[src/rtl/cpu_pkg.sv]
// Shared execute-stage definitions: divider FSM states, divide aluops and default width.
package cpu_pkg;
  typedef enum logic [1:0] {IDLE, BUSY, DZERO, DONE} div_state_t;

  localparam logic [7:0] ALUOP_DIV  = 8'b00011010;
  localparam logic [7:0] ALUOP_DIVU = 8'b00011011;
  localparam int         DIV_WIDTH  = 32;
endpackage

[src/rtl/ex_div_step.sv]
// One radix-2 restoring step: shift in the next dividend bit, trial-subtract the divisor.
module ex_div_step #(
  parameter int WIDTH = 32
) (
  input  logic [WIDTH-1:0] rem,
  input  logic             dvd_msb,
  input  logic [WIDTH-1:0] dvs,
  output logic [WIDTH-1:0] rem_next,
  output logic             q_bit
);
  // The full remainder is kept in the shift so that divisors above 2^(WIDTH-1)
  // still divide exactly; the partial remainder needs WIDTH+1 bits.
  logic [WIDTH:0] p;

  assign p        = {rem, dvd_msb};
  assign q_bit    = (p >= {1'b0, dvs});
  assign rem_next = q_bit ? WIDTH'(p - {1'b0, dvs}) : p[WIDTH-1:0];
endmodule

[src/rtl/ex_div.sv]
// Multi-cycle restoring divider for DIV/DIVU; one quotient bit per cycle, flushable.
module ex_div
  import cpu_pkg::*;
#(
  parameter int WIDTH = DIV_WIDTH,
  parameter int CNT_W = $clog2(WIDTH) + 1
) (
  input  logic             clk,
  input  logic             reset_n,
  input  logic             start,
  input  logic             signed_op,
  input  logic [WIDTH-1:0] dividend,
  input  logic [WIDTH-1:0] divisor,
  input  logic             cancel,
  output logic             ready,
  output logic             busy,
  output logic             result_valid,
  output logic [WIDTH-1:0] quotient,
  output logic [WIDTH-1:0] remainder,
  output logic             div_by_zero
);
  div_state_t       state;
  logic [CNT_W-1:0] cnt;
  logic [WIDTH-1:0] rem, dvd, dvs, q;
  logic             q_neg, r_neg;

  logic [WIDTH-1:0] rem_next, q_fin;
  logic             q_bit;
  logic             a_neg, b_neg;
  logic [WIDTH-1:0] a_abs, b_abs;

  ex_div_step #(.WIDTH(WIDTH)) u_step (
    .rem      (rem),
    .dvd_msb  (dvd[WIDTH-1]),
    .dvs      (dvs),
    .rem_next (rem_next),
    .q_bit    (q_bit)
  );

  assign q_fin = {q[WIDTH-2:0], q_bit};
  assign a_neg = signed_op & dividend[WIDTH-1];
  assign b_neg = signed_op & divisor[WIDTH-1];
  assign a_abs = a_neg ? -dividend : dividend;
  assign b_abs = b_neg ? -divisor  : divisor;

  always_ff @(posedge clk or negedge reset_n) begin
    if (!reset_n) begin
      state        <= IDLE;
      ready        <= 1'b1;
      busy         <= 1'b0;
      result_valid <= 1'b0;
      quotient     <= '0;
      remainder    <= '0;
      div_by_zero  <= 1'b0;
      cnt          <= '0;
      rem          <= '0;
      dvd          <= '0;
      dvs          <= '0;
      q            <= '0;
      q_neg        <= 1'b0;
      r_neg        <= 1'b0;
    end else begin
      result_valid <= 1'b0;
      if (cancel) begin
        state <= IDLE;
        ready <= 1'b1;
        busy  <= 1'b0;
      end else begin
        case (state)
          IDLE, DONE: begin
            if (start) begin
              // Work on magnitudes; signs are re-applied on the final step.
              dvd   <= a_abs;
              dvs   <= b_abs;
              q_neg <= a_neg ^ b_neg;
              r_neg <= a_neg;
              rem   <= '0;
              q     <= '0;
              cnt   <= CNT_W'(WIDTH - 1);
              state <= (divisor == '0) ? DZERO : BUSY;
              ready <= 1'b0;
              busy  <= 1'b1;
            end else begin
              state <= IDLE;
              ready <= 1'b1;
              busy  <= 1'b0;
            end
          end
          BUSY: begin
            rem <= rem_next;
            dvd <= {dvd[WIDTH-2:0], 1'b0};
            q   <= q_fin;
            if (cnt == '0) begin
              quotient     <= q_neg ? -q_fin : q_fin;
              remainder    <= r_neg ? -rem_next : rem_next;
              div_by_zero  <= 1'b0;
              result_valid <= 1'b1;
              state        <= DONE;
              ready        <= 1'b1;
              busy         <= 1'b0;
            end else begin
              cnt <= cnt - 1'b1;
            end
          end
          DZERO: begin
            quotient     <= '0;
            remainder    <= '0;
            div_by_zero  <= 1'b1;
            result_valid <= 1'b1;
            state        <= DONE;
            ready        <= 1'b1;
            busy         <= 1'b0;
          end
          default: begin
            state <= IDLE;
            ready <= 1'b1;
            busy  <= 1'b0;
          end
        endcase
      end
    end
  end
endmodule

[config.mk]
export PLATFORM = sky130hd
export DESIGN_NAME = ex_div
export DESIGN_NICKNAME = d
export VERILOG_FILES = /design/src/rtl/cpu_pkg.sv /design/src/rtl/ex_div_step.sv /design/src/rtl/ex_div.sv
export SDC_FILE = /design/constraint.sdc
export NUM_CORES = 1
export LEC_CHECK = 0
export ABC_AREA = 1
export BUFFER_PORTS_ARGS = -buffer_cell sky130_fd_sc_hd__buf_2
export CAP_MARGIN = 20
export CORE_MARGIN = 5
export CORE_UTILIZATION = 45
export DETAILED_ROUTE_END_ITERATION = 7
export GPL_ROUTABILITY_DRIVEN = 0
export HOLD_SLACK_MARGIN = 0.05
export SETUP_SLACK_MARGIN = 0.5
export SYNTH_ARGS = -nofsm -noshare
export SYNTH_HDL_FRONTEND = slang
export SYNTH_SLANG_ARGS = --single-unit
[constraint.sdc]
create_clock -name clk -period 4.1 [get_ports clk]
set_input_delay 0.82 -clock clk [delete_from_list [all_inputs] [get_ports clk]]
set_output_delay 0.82 -clock clk [all_outputs]
set_load 0.05 [all_outputs]
=== After elaboration in Yosys (flattened, before gate mapping) ===
Index checks and enable logic that the tools add are counted.
Widths: inputs -> output; s select.

* Add/subtract/negate cells: 6
* Order comparisons: 1
* Equality and inequality tests: 7
* Muxes and demuxes: 34
* Bitwise gates (word level): 4
* Reduce and logical (&&, ||, !) cells: 10

{| class="wikitable"
|+ Operators by type and width
! kind !! count
|-
| $mux 32 || 9
|-
| $pmux 32 s2 || 4
|-
| $neg 32->32 || 4
|-
| $pmux 31 s2 || 1
|-
| $ge 33x32->1 || 1
|-
| $logic_not 32->1 || 1
|-
| $sub 32x32->32 || 1
|-
| $mux 6 || 2
|-
| $pmux 6 s2 || 1
|-
| $reduce_and 3->1 || 3
|-
| $mux 1 || 8
|-
| $mux 2 || 4
|-
| $logic_not 6->1 || 1
|-
| $ne 2x2->1 const B || 3
|-
| $pmux 1 s3 || 2
|-
| $pmux 2 s3 || 1
|-
| $sub 6x1->6 const B || 1
|-
| $eq 2x2->1 const B || 2
|-
| $pmux 1 s2 || 2
|-
| $reduce_and 4->1 || 1
|-
| $reduce_bool 2->1 || 2
|-
| $ne 3x3->1 const B || 1
|-
| $and 1x1->1 || 2
|-
| $eq 2x1->1 const B || 1
|-
| 4 further kinds || 4
|}

* Register bits: 205
* Word-level logic and storage cells: 76

=== Logic depth before layout (Yosys ltp) ===
Gate-level depths: netlist of the first run.

* Word-level depth: 6
* Gate-level depth with buffers: 27

=== Hierarchy ===
A second synthesis of the first run with hierarchy kept.

* Cells, all modules: 2257
* Area total of the unflattened synthesis: 14672.8 um^2

{| class="wikitable"
|+ Modules (own cells, without submodules)
! module !! instances !! cells each !! area each (um^2)
|-
| ex_div || 1 || 1610 || 11512.3
|-
| ex_div_step || 1 || 647 || 3160.5
|}

=== Worst setup path after synthesis of the first run ===
Ideal clock, no wire load.

* Kind: register -> register
* Start point: register rem[16]
* End point: register quotient[26]
* Library setup time: 0.123 ns
* Arrival: 3.567 ns
* Required time: 3.977 ns
* Setup slack: 0.410 ns
* Stages on the path, launching flop included: 24
* Clock period less this slack: 3.690 ns
* Cells stage by stage: dfrtp_1 ha_1 nand2_1 nor2_2 nand2_1 clkinv_1 nand3_1 nand2_1 or2_1 buf_6 nand2_8 buf_6 ha_1 inv_1 nor3_1 nand3_1 nor3_1 nand4_1 nor2_1 nand2_1 o21ai_0 o21ai_0 o21ai_0 nand2_1

* Longest elaborated chain between the ends: 5

{| class="wikitable"
|+ RTL lines
! element !! RTL line !! text
|-
| start: declaration || ex_div.sv:24 || <nowiki>logic [WIDTH-1:0] rem, dvd, dvs, q;</nowiki>
|-
| start signal: assignment || ex_div.sv:90 || <nowiki>rem <= rem_next;</nowiki>
|-
| $ge 33x32->1 || ex_div_step.sv:16 || <nowiki>assign q_bit = (p >= {1'b0, dvs});</nowiki>
|-
| $neg 32->32 || ex_div.sv:94 || <nowiki>quotient <= q_neg ? -q_fin : q_fin;</nowiki>
|-
| $mux 32 || ex_div.sv:94 ||
|-
| $mux 32 || ex_div.sv:93 || <nowiki>if (cnt == '0) begin</nowiki>
|-
| $pmux 32 s2 || ex_div.sv:69 || <nowiki>case (state)</nowiki>
|-
| end signal: assignment || ex_div.sv:94 ||
|-
| end: declaration || ex_div.sv:18 || <nowiki>output logic [WIDTH-1:0] quotient,</nowiki>
|}

Every way passes these cells. The select of a mux whose other input is x is not followed.
A chain may end at the register's enable or synchronous reset.

=== Worst setup path after layout of the first run ===
* Start point: register dvs[6]
* End point: register quotient[30]

* Longest elaborated chain between the ends: 5

{| class="wikitable"
|+ RTL lines
! element !! RTL line !! text
|-
| start: declaration || ex_div.sv:24 ||
|-
| start signal: assignment || ex_div.sv:74 || <nowiki>dvs <= b_abs;</nowiki>
|-
| $ge 33x32->1 || ex_div_step.sv:16 ||
|-
| $neg 32->32 || ex_div.sv:94 ||
|-
| $mux 32 || ex_div.sv:94 ||
|-
| $mux 32 || ex_div.sv:93 ||
|-
| $pmux 32 s2 || ex_div.sv:69 ||
|}

Every way passes these cells. The select of a mux whose other input is x is not followed.

==> results of run 1 <==
power groups by stage:
stage	sequential, mW	combinational, mW	clock [mW]
detailed placement	2.99	6.29	0
global placement	2.96	6.25	0
finish	2.99	7.00	2.25
floorplan	3.67	3.94	0
global route	3.06	7.71	2.39
CTS	2.96	6.35	2.30
layer usage:
layer,global-route usage,vias to the layer above,share of wire
met4,0.0625,0,0.027
met5,0,-,0
met3,0.0314,90,0.065
met1,0.366,6414,0.46
li1,-,6751,-
met2,0.382,451,0.44
per-stage QoR:
| step | total power, mW | worst slack [ns] | util |
|---|---|---|---|
| after floorplan | 7.61 | 0.523 | - |
| after global placement | 9.21 | 0.300 | 0.491 |
| after detailed placement | 9.28 | 0.242 | 0.491 |
| after CTS | 11.6 | 0.508 | 0.519 |
| after global routing | 13.2 | 0.368 | 0.544 |
| final | 12.2 | 0.654 | 0.544 |
layout make-up:
class	count	area [um2]
clock buffers	34	688
clock inverters	10	139
fillers	3067	13900
inverters	259	975
multi-input cells	1456	8060
flip-flops and latches	205	5130
well taps	396	495
repair buffers	180	1060
state kept, by name, summed over array words and instances (netlist names):
register / cells
quotient: 32
q_neg: 1
q: 31
ready: 1
r_neg: 1
dvd: 32
result_valid: 1
state: 2
div_by_zero: 1
busy: 1
cnt: 6
remainder: 32
rem: 32
dvs: 32
layout by cell type, fill, tap and decap left out, types with 4 or more instances in the layout:
cell type,instances
nand2_1,539
inv_1,218
dfrtp_1,203
o21ai_0,170
nor2_1,148
buf_2,135
nand3_1,114
a21oi_1,77
o22ai_1,55
nand2_2,48
xor2_1,47
buf_4,40
inv_2,37
nor3_1,35
ha_4,33
nand4_1,26
clkbuf_16,24
xnor2_1,19
o21ai_1,17
nor2_2,16
nor2_4,10
nand2_4,8
nor4_1,8
o211ai_1,8
ha_1,7
o21ai_2,6
o31ai_1,6
a32o_1,6
clkbuf_8,6
o221ai_1,5
clkbuf_1,5
clkinv_2,5
a21oi_2,4
nand3_2,4
o21bai_1,4
or2_2,4
a22o_1,4
o21ai_4,4
worst max-delay path, delay by kind of cell (launching register included):
kind,cells,cell delay (ns)
simple gates,17,1.94
compound gates,2,0.44
flops,1,0.40
fa+ha+maj,2,0.35
buf+inv,3,0.20
how the worst max path moves through the flow:
stage                 start            to  slack (ns)  cells past startpoint
floorplan           rem[16]  quotient[26]        0.52                     23
global placement    rem[27]  quotient[26]        0.30                     22
detailed placement  rem[15]  quotient[26]        0.24                     22
CTS                  dvs[6]  quotient[26]        0.51                     26
global route        rem[24]  quotient[26]        0.37                     24
finish               dvs[6]  quotient[30]        0.65                     24
cells by family after synthesis:
kind of cell | count (synthesis) | share of synthesized area
flops | 205 | 0.372
compound gates | 378 | 0.156
buf+inv | 321 | 0.0916
simple gates | 971 | 0.300
fa+ha+maj | 41 | 0.0378
xor+xnor | 66 | 0.0419
what timing repair did:
action / in CTS / in global routing
pin swaps: 3 / 28
gates resized for setup: 7 / 143
buffers inserted: 1 / 12
setup endpoints to repair: 11 / 32
==> impl_metrics.toml, run 1 <==
[pwr]
clkPwrFrac = 0.184
power.internal_mw = 6.17
ir_worst_vdd_mv = 0.351
p_per_area_nw_per_um2 = 739
p_sw_frac = 0.496
switching_power_mw = 6.07
p_leak_nw = 8.64
p_comb_frac = 0.572
p_seq_frac = 0.245

[sta]
drv_slew = 0
setup_viol = 0
fmax_mhz = 290
slew-limit-headroom = 0.372
layout_min_cycle_time_ns = 3.45
finClkSkew_ns = 0.0146
whs_ns = 0.293
worst_slew_pin_slew_ns = 0.941
rsz0062_at_grt = "true"
hold_viol = 0
fin_tns_setup_ns = 0
fin_crit_sh = 0.840

[global_routing]
grt_overflow = 0
antenna_found_initial = 0
grt_max_degree = 70
grt_pass1_wl_um = 68800
track_usage = 0.246
first_global_vias = 12900

[status]
status = "completed"

[place]
place_inst = 2482
dp_hpwl_um = 31800
placed_area_um2 = 14900
numPortBuffers = 136

[cells_and_area]
drive_gt1_frac = 0.189
final_area_um2 = 16600
antenna_cells = 0
fin_nets = 2236
syn2layout_area_growth_pct = 20.1
layout.cells.non_filler = 2540

[setup_path]
required_ns = 4.53
crit-reg2reg-launch = "dvs[6]"
cp_slowest_cell = "dfrtp_1"
regToRegSetupSlack_ns = 0.65
cp_cell_sequence = "inv_2 > ha_4 > nand2_1 > nand2_1 > nand2_1 > nand2_2 > inv_2 > nand3_2 > nand2_2 > nand2_4 > nand2_4 > nand2_4 > nand2_8 > ha_4 > inv_4 > nor3_4 > nand3_2 > nor3_4 > nand4_1 > nor2_4 > nand2_2 > o21ai_4 > nand3_1 > a32o_1"
crit_path_end_kind = "flop"
path_class = "reg -> reg"
worstPathMaxFanout = 4
setup.worst_path.start_class = "flop"
worst_r2r_endpoint = "quotient[30]"
slowest_delay_ns = 0.40
critPathArrivalTime_ns = 3.88
r2r_cells = 24

[cts]
cts_buffers = 24
cts.sinks = 205
cts_max_level = 1
clk_pin_slew_worst_paths_ns = 0.06
cts_hold_buf = 0
cts_root_buf = "clkbuf_16"
clk_path_buf_depth = 3
insertion_delay_ns = 0.54
cts_tree = "built"

[die]
start_util = 0.453
core_area_um2 = 30400
die_h_um = 185
dieArea_um2 = 34200
die_w_um = 185
ios = 137
fp-row-count = 64

[route]
wl_um = 42900
drt_iter0_markers = 995
num_vias = 13700
drt-pass1-iter-count = 5
drc = 0
ant_nets = 0
via_per_inst = 5.40
wl_per_cell_um = 16.9

[yosys]
ys_warn_count = 0
synth.most_common_cell = "nand2_1"
synth_area_leader_cell = "dfrtp_1"
yosys-top-cells-area = "dfrtp_1 37%, nand2_1 15%, inv_1 6.7%"
syn_nets = 2092
netlist_area_um2 = 13800
synth.cells.most_frequent = "567 x nand2_1, 245 x inv_1, 204 x dfrtp_1"
ys_dominant_reg_cell = "dfrtp_1"
seq_area_frac_synth = 0.372
ys_ff_latch = 205
async_flop_share = 1.00
synthDistinctLibCells = 54
synth_top_area_share = 0.370
synth_cells = 1982
avgSynthCellArea_um2 = 6.95
synth-edff-count = 0

[flow_run]
cap_violations = 0

[worst_hold_path]
hold_class = "in -> async"
No activity file was read; power rests on OpenSTA's default activity.
==> inputs of run 2 (changes only) <==
PLACE_DENSITY = 0.66   (was unset)
clock period = 2.84 ns   (was 4.1 ns; I/O delays follow)
==> run 2 against run 1 <==
The run now ends with setup timing left. Count of clock-buffer cells in the layout decreased by 1. Worst hold slack improved by 0.052 ns. Combinational power increased by 120%. Register-to-register slack got worse by 1.3 ns. Non-clock buffer count increased by 319. Clock skew increased by 0.0027 ns. First-iteration DRC count increased by 45%. Global-route usage increased by 4.6 points. Final area increased by 27%. Clock power increased by 59%. Cell count increased by 13%. Critical endpoint is now quotient[22]. Highest routed layer is now met5.
==> impl_metrics.toml, run 2 (same netlist as run 1, synthesis figures left out) <==
[status]
status = "finished with violations"
violations = "setup timing"

[sta]
fmax_mhz = 289
drv_slew = 0
setup_viol = 55
finClkSkew_ns = 0.0173
slew-limit-headroom = 0.348
fin_ws_ns = -0.619
worst_slew_pin_slew_ns = 0.969
fin_crit_sh = 1.22
layout_min_cycle_time_ns = 3.46
rsz0062_at_grt = "true"
hold_viol = 0

[setup_path]
regToRegSetupSlack_ns = -0.62
crit-reg2reg-launch = "rem[29]"
worst_r2r_endpoint = "quotient[22]"
r2r_cells = 21
worstPathMaxFanout = 4
setup.worst_path.start_class = "flop"
path_class = "reg -> reg"
crit_path_end_kind = "flop"
required_ns = 3.27
critPathArrivalTime_ns = 3.89

[cts]
cts_buffers = 24
clk_path_buf_depth = 3
cts.sinks = 205
insertion_delay_ns = 0.54
clk_pin_slew_worst_paths_ns = 0.06
cts_root_buf = "clkbuf_16"
cts_max_level = 1
cts_tree = "built"

[pwr]
power_mw = 23.2
p_sw_frac = 0.479
p_comb_frac = 0.659
p_per_area_nw_per_um2 = 1110
power.internal_mw = 12.1
switching_power_mw = 11.1
ir_worst_vdd_mv = 0.654
p_seq_frac = 0.188
clkPwrFrac = 0.154
p_leak_nw = 10.9

[route]
drt-pass1-iter-count = 7
via_per_inst = 5.57
drc = 0
num_vias = 15900
ant_nets = 0
wl_um = 54400
wl_per_cell_um = 19.0
drt_iter0_markers = 1444

[worst_hold_path]
min_delay_worst_endpoint = "state[1]"
holdPathStages = 3
hold_start = "start"
hold_class = "in -> reg"

[flow_run]
cap_violations = 0

[global_routing]
first_global_vias = 15200
grt_pass1_wl_um = 80300
grt_max_degree = 65
track_usage = 0.292
antenna_found_initial = 3
grt_overflow = 0

[place]
dp_hpwl_um = 36700
numPortBuffers = 136
dp_slack_ns = -0.510

[cells_and_area]
syn2layout_area_growth_pct = 52.4
antenna_cells = 0
final_cell_mix = "430 x nand2_1, 300 x buf_4, 199 x inv_1"
fin_nets = 2559
drive_gt1_frac = 0.412
final_common_cell = "nand2_1"

[die]
fp-row-count = 64
core_area_um2 = 30400
ios = 137
die_h_um = 185
start_util = 0.453
dieArea_um2 = 34200
die_w_um = 185
[run 2: changes by cell type in the layout (fill, tap and decap cells not counted), moves of 19 or more]
cell,before,now
nand2_4,8,55
nor2_1,148,120
buf_4,40,300
nand3_2,4,45
inv_1,218,199
nand2_2,48,104
buf_6,2,46
nand2_1,539,430
o21ai_1,17,63
nor2_4,10,32
o21ai_0,170,103
nand3_1,114,70
[run 2: metal layers]
layer	routed length (um)	share of wire	GRT usage
met1	22000	0.40	0.400
met2	25000	0.46	0.474
met3	4760	0.087	0.0430
met4	2690	0.049	0.102
met5	21	0.00039	0
[run 2: what timing repair did]
action,CTS,global route
hold endpoints to repair,12,0
resized for setup,185,288
endpoints found under the setup margin,96,178
cloned,5,4
buffers inserted,44,39
pin swaps,51,115
hold buffers,1,0
[run 2: worst max-delay path by stage]
stage	start	to	slack, ns	depth (start not counted)
after floorplan	rem[25]	quotient[30]	-0.47	24
after global placement	dvs[30]	quotient[26]	-0.46	22
after detailed placement	rem[23]	quotient[30]	-0.51	19
after CTS	rem[25]	quotient[30]	-0.30	22
after global routing	rem[29]	quotient[30]	-0.80	21
final	rem[29]	quotient[22]	-0.62	21
[run 2: power by group through the flow]
stage | combinational, mW | clock [mW] | sequential [mW]
5_1_grt | 16.4 | 3.74 | 4.44
2_1_floorplan | 6.58 | 0 | 5.34
3_5_place_dp | 12.2 | 0 | 4.35
3_3_place_gp | 12.0 | 0 | 4.32
6_report | 15.3 | 3.57 | 4.35
4_1_cts | 13.3 | 3.61 | 4.32
[run 2: critical path: stages (launching register included)]
cell,delay (ns)
dfrtp_1,0.43
ha_4,0.25
a21o_1,0.18
nand2_1,0.09
nand3_2,0.08
nor2_2,0.12
nand2_2,0.09
or2_4,0.27
nand2_8,0.09
ha_4,0.12
inv_2,0.05
nor3_4,0.18
nand3_2,0.17
nor3_4,0.16
nand4_1,0.19
nor2_4,0.21
nand2_2,0.10
o21ai_4,0.22
buf_4,0.15
inv_1,0.03
nor2_1,0.08
o21ai_1,0.07
[run 2: through the flow]
| step | instance area, um2 | utilization | cells | TNS [ns] | hold WS, ns |
|---|---|---|---|---|---|
| final | 21000 | 0.690 | 2862 | -18.26 | 0.345 |
| after global routing | 21000 | 0.690 | 2862 | -24.01 | 0.355 |
| after CTS | 19600 | 0.644 | 2819 | -6.90 | 0.319 |
| after detailed placement | 17600 | 0.579 | 2726 | -13.63 | 0.460 |
| after global placement | 17600 | 0.579 | 2726 | -11.78 | 0.456 |
| after floorplan | 14600 | - | 1982 | -2.45 | 0.272 |
[run 2: layout make-up]
type / instances / area (um2)
Sequential cell: 205 / 5140
Inverter: 259 / 1010
Tap cell: 396 / 495
Fill cell: 2340 / 9430
Timing Repair Buffer: 499 / 3810
Timing Repair inverter: 1 / 7.51
Clock inverter: 10 / 186
Clock buffer: 33 / 724
Multi-Input combinational cell: 1459 / 9620
==> inputs of run 3 (changes only) <==
RECOVER_POWER = 100   (was unset)
==> run 3 against run 2 <==
The run ends with capacitance limit, slew limit, setup timing left. Final area shrank 0.70%. Critical path depth grew 3. Wire length is essentially flat. Die area is the same. First-iteration DRC count shrank 1.2%. Clock skew grew 0.0011 ns. Sequential cell count is the same. Via count shrank 0.10%. Cell count is essentially flat. Sequential share of layout area grew 0.17 points. Utilization shrank 0.48 points. Non-clock buffer count is the same. Critical path type unchanged. Critical endpoint unchanged. Largest cell class unchanged. Largest power group unchanged. Highest routed layer unchanged.
==> impl_metrics.toml, run 3 (same netlist as run 1, synthesis figures left out) <==
[setup_path]
crit-reg2reg-launch = "rem[27]"
setup.worst_path.start_class = "flop"
path_class = "reg -> reg"
required_ns = 3.27
cp_slowest_cell = "dfrtp_1"
cpMostUsedCell = "nand2_2"
path_buf_inv = 5
cp_cell_sequence = "ha_4 > nand2_2 > inv_2 > nand2_2 > nand2_2 > inv_2 > nor2_2 > nor2_2 > nand2_2 > or2_4 > nand2_8 > ha_4 > inv_2 > nor3_4 > nand3_2 > nor3_4 > nand4_1 > nor2_4 > nand2_2 > o21ai_4 > buf_4 > inv_1 > nor2_1 > o21ai_1"
crit_cells = 24
crit_family = "simple AND/OR/NAND/NOR gates"
cp-endpoint = "quotient[22]"
worst_r2r_endpoint = "quotient[22]"
crit_path_end_kind = "flop"
startpoint = "rem[27]"
critPathArrivalTime_ns = 3.88
worstPathMaxFanout = 6
slowest_delay_ns = 0.41
regToRegSetupSlack_ns = -0.62
r2r_cells = 24

[global_routing]
grt_pass1_wl_um = 80300
grt_max_degree = 65
track_usage = 0.292
antenna_found_initial = 3
grt_overflow = 0
first_global_vias = 15200

[die]
ios = 137
die_w_um = 185
fp-row-count = 64
dieArea_um2 = 34200
die_h_um = 185
core_area_um2 = 30400
start_util = 0.453

[cts]
cts_max_level = 1
cts_tree = "built"
cts_root_buf = "clkbuf_16"
cts_buffers = 24
insertion_delay_ns = 0.54
cts.sinks = 205
clk_pin_slew_worst_paths_ns = 0.06
clk_path_buf_depth = 3

[route]
drt-pass1-iter-count = 6
drt_iter0_markers = 1427
wl_per_cell_um = 19.0
wl_um = 54400
drc = 0
via_per_inst = 5.56
num_vias = 15900
ant_nets = 0

[sta]
whs_ns = 0.344
fin_crit_sh = 1.22
setup_viol = 85
layout_min_cycle_time_ns = 3.46
hold_viol = 0
drv_slew = 65
fin_ws_ns = -0.618
rsz0062_at_grt = "true"
slew-limit-headroom = -0.294
worst_slew_pin_slew_ns = 1.94
finClkSkew_ns = 0.0185
fmax_mhz = 289

[place]
placed_area_um2 = 17600
place_inst = 2726
numPortBuffers = 136
dp_hpwl_um = 36700

[cells_and_area]
final_common_cell = "nand2_1"
fin_nets = 2559
drive_gt1_frac = 0.382
layout.cells.non_filler = 2863
final_area_um2 = 20900
postLayoutCoreUtil = 0.685
final_cell_mix = "430 x nand2_1, 291 x buf_4, 199 x inv_1"
syn2layout_area_growth_pct = 51.3

[status]
status = "finished with violations"
violations = "capacitance limit, slew limit, setup timing"

[worst_hold_path]
hold_start = "start"
hold_class = "in -> reg"

[pwr]
p_leak_nw = 10.6
p_per_area_nw_per_um2 = 1110
ir_worst_vdd_mv = 0.642

[flow_run]
cap_violations = 1
[run 3: cell types whose count changed in the layout (fill, tap and decap cells not counted), sizes merged]
cell / before / now
diode: 0 / 1
buf: 494 / 415
clkbuf: 36 / 114
dlymetal6s2s: 0 / 1
[run 3: where the power goes]
part | total [mW] | internal [mW] | switching [mW]
Clock | 3.57 | 2.23 | 1.34
Sequential | 4.36 | 3.80 | 0.563
Combinational | 15.2 | 5.94 | 9.21
[run 3: cell type report]
cell class                 count  area (um2)
antenna                        1        2.50
clock buffer                  33         724
clock inverter                10         186
fill                        2388        9580
inverter                     259        1010
multi-input combinational   1459        9600
sequential                   205        5140
tap                          396         495
timing repair buffer         499        3690
timing repair inverter         1        7.51
[run 3: timing repair]
| item | 4_1_cts | 5_1_grt |
|---|---|---|
| pin swaps | 51 | 115 |
| hold buffers | 1 | 0 |
| setup endpoints to repair | 96 | 178 |
| setup buffers | 44 | 39 |
| gates cloned | 5 | 4 |
| endpoints found under the hold margin | 12 | 0 |
| gates resized for setup | 185 | 288 |
[run 3: worst min path at each step]
| stage | to | depth (start not counted) |
|---|---|---|
| 6_report | state[1] | 3 |
| 5_1_grt | dvd[31] | 3 |
| 4_1_cts | state[1] | 3 |
| 3_5_place_dp | quotient[27] | 2 |
| 3_3_place_gp | quotient[25] | 2 |
| 2_1_floorplan | busy | 0 |
[run 3: routing by layer]
layer	vias to the layer above	routed length [um]	GRT usage
met5	-	21	0
met4	4	2930	0.102
li1	7395	-	-
met2	845	24900	0.474
met1	7464	21800	0.400
met3	221	4830	0.0430
[run 3: stage by stage]
step / setup slack, ns / power (mW) / setup TNS [ns]
finish: -0.618 / 23.1 / -25.47
global route: -0.799 / 24.4 / -46.81
CTS: -0.299 / 21.3 / -6.90
detailed placement: -0.510 / 16.5 / -13.63
global placement: -0.457 / 16.3 / -11.78
floorplan: -0.474 / 11.9 / -2.45
[run 3: tightest hold or removal path, stage by stage]
cell and delay, ns:
buf_2 0.10, a21oi_1 0.06, o22ai_1 0.10
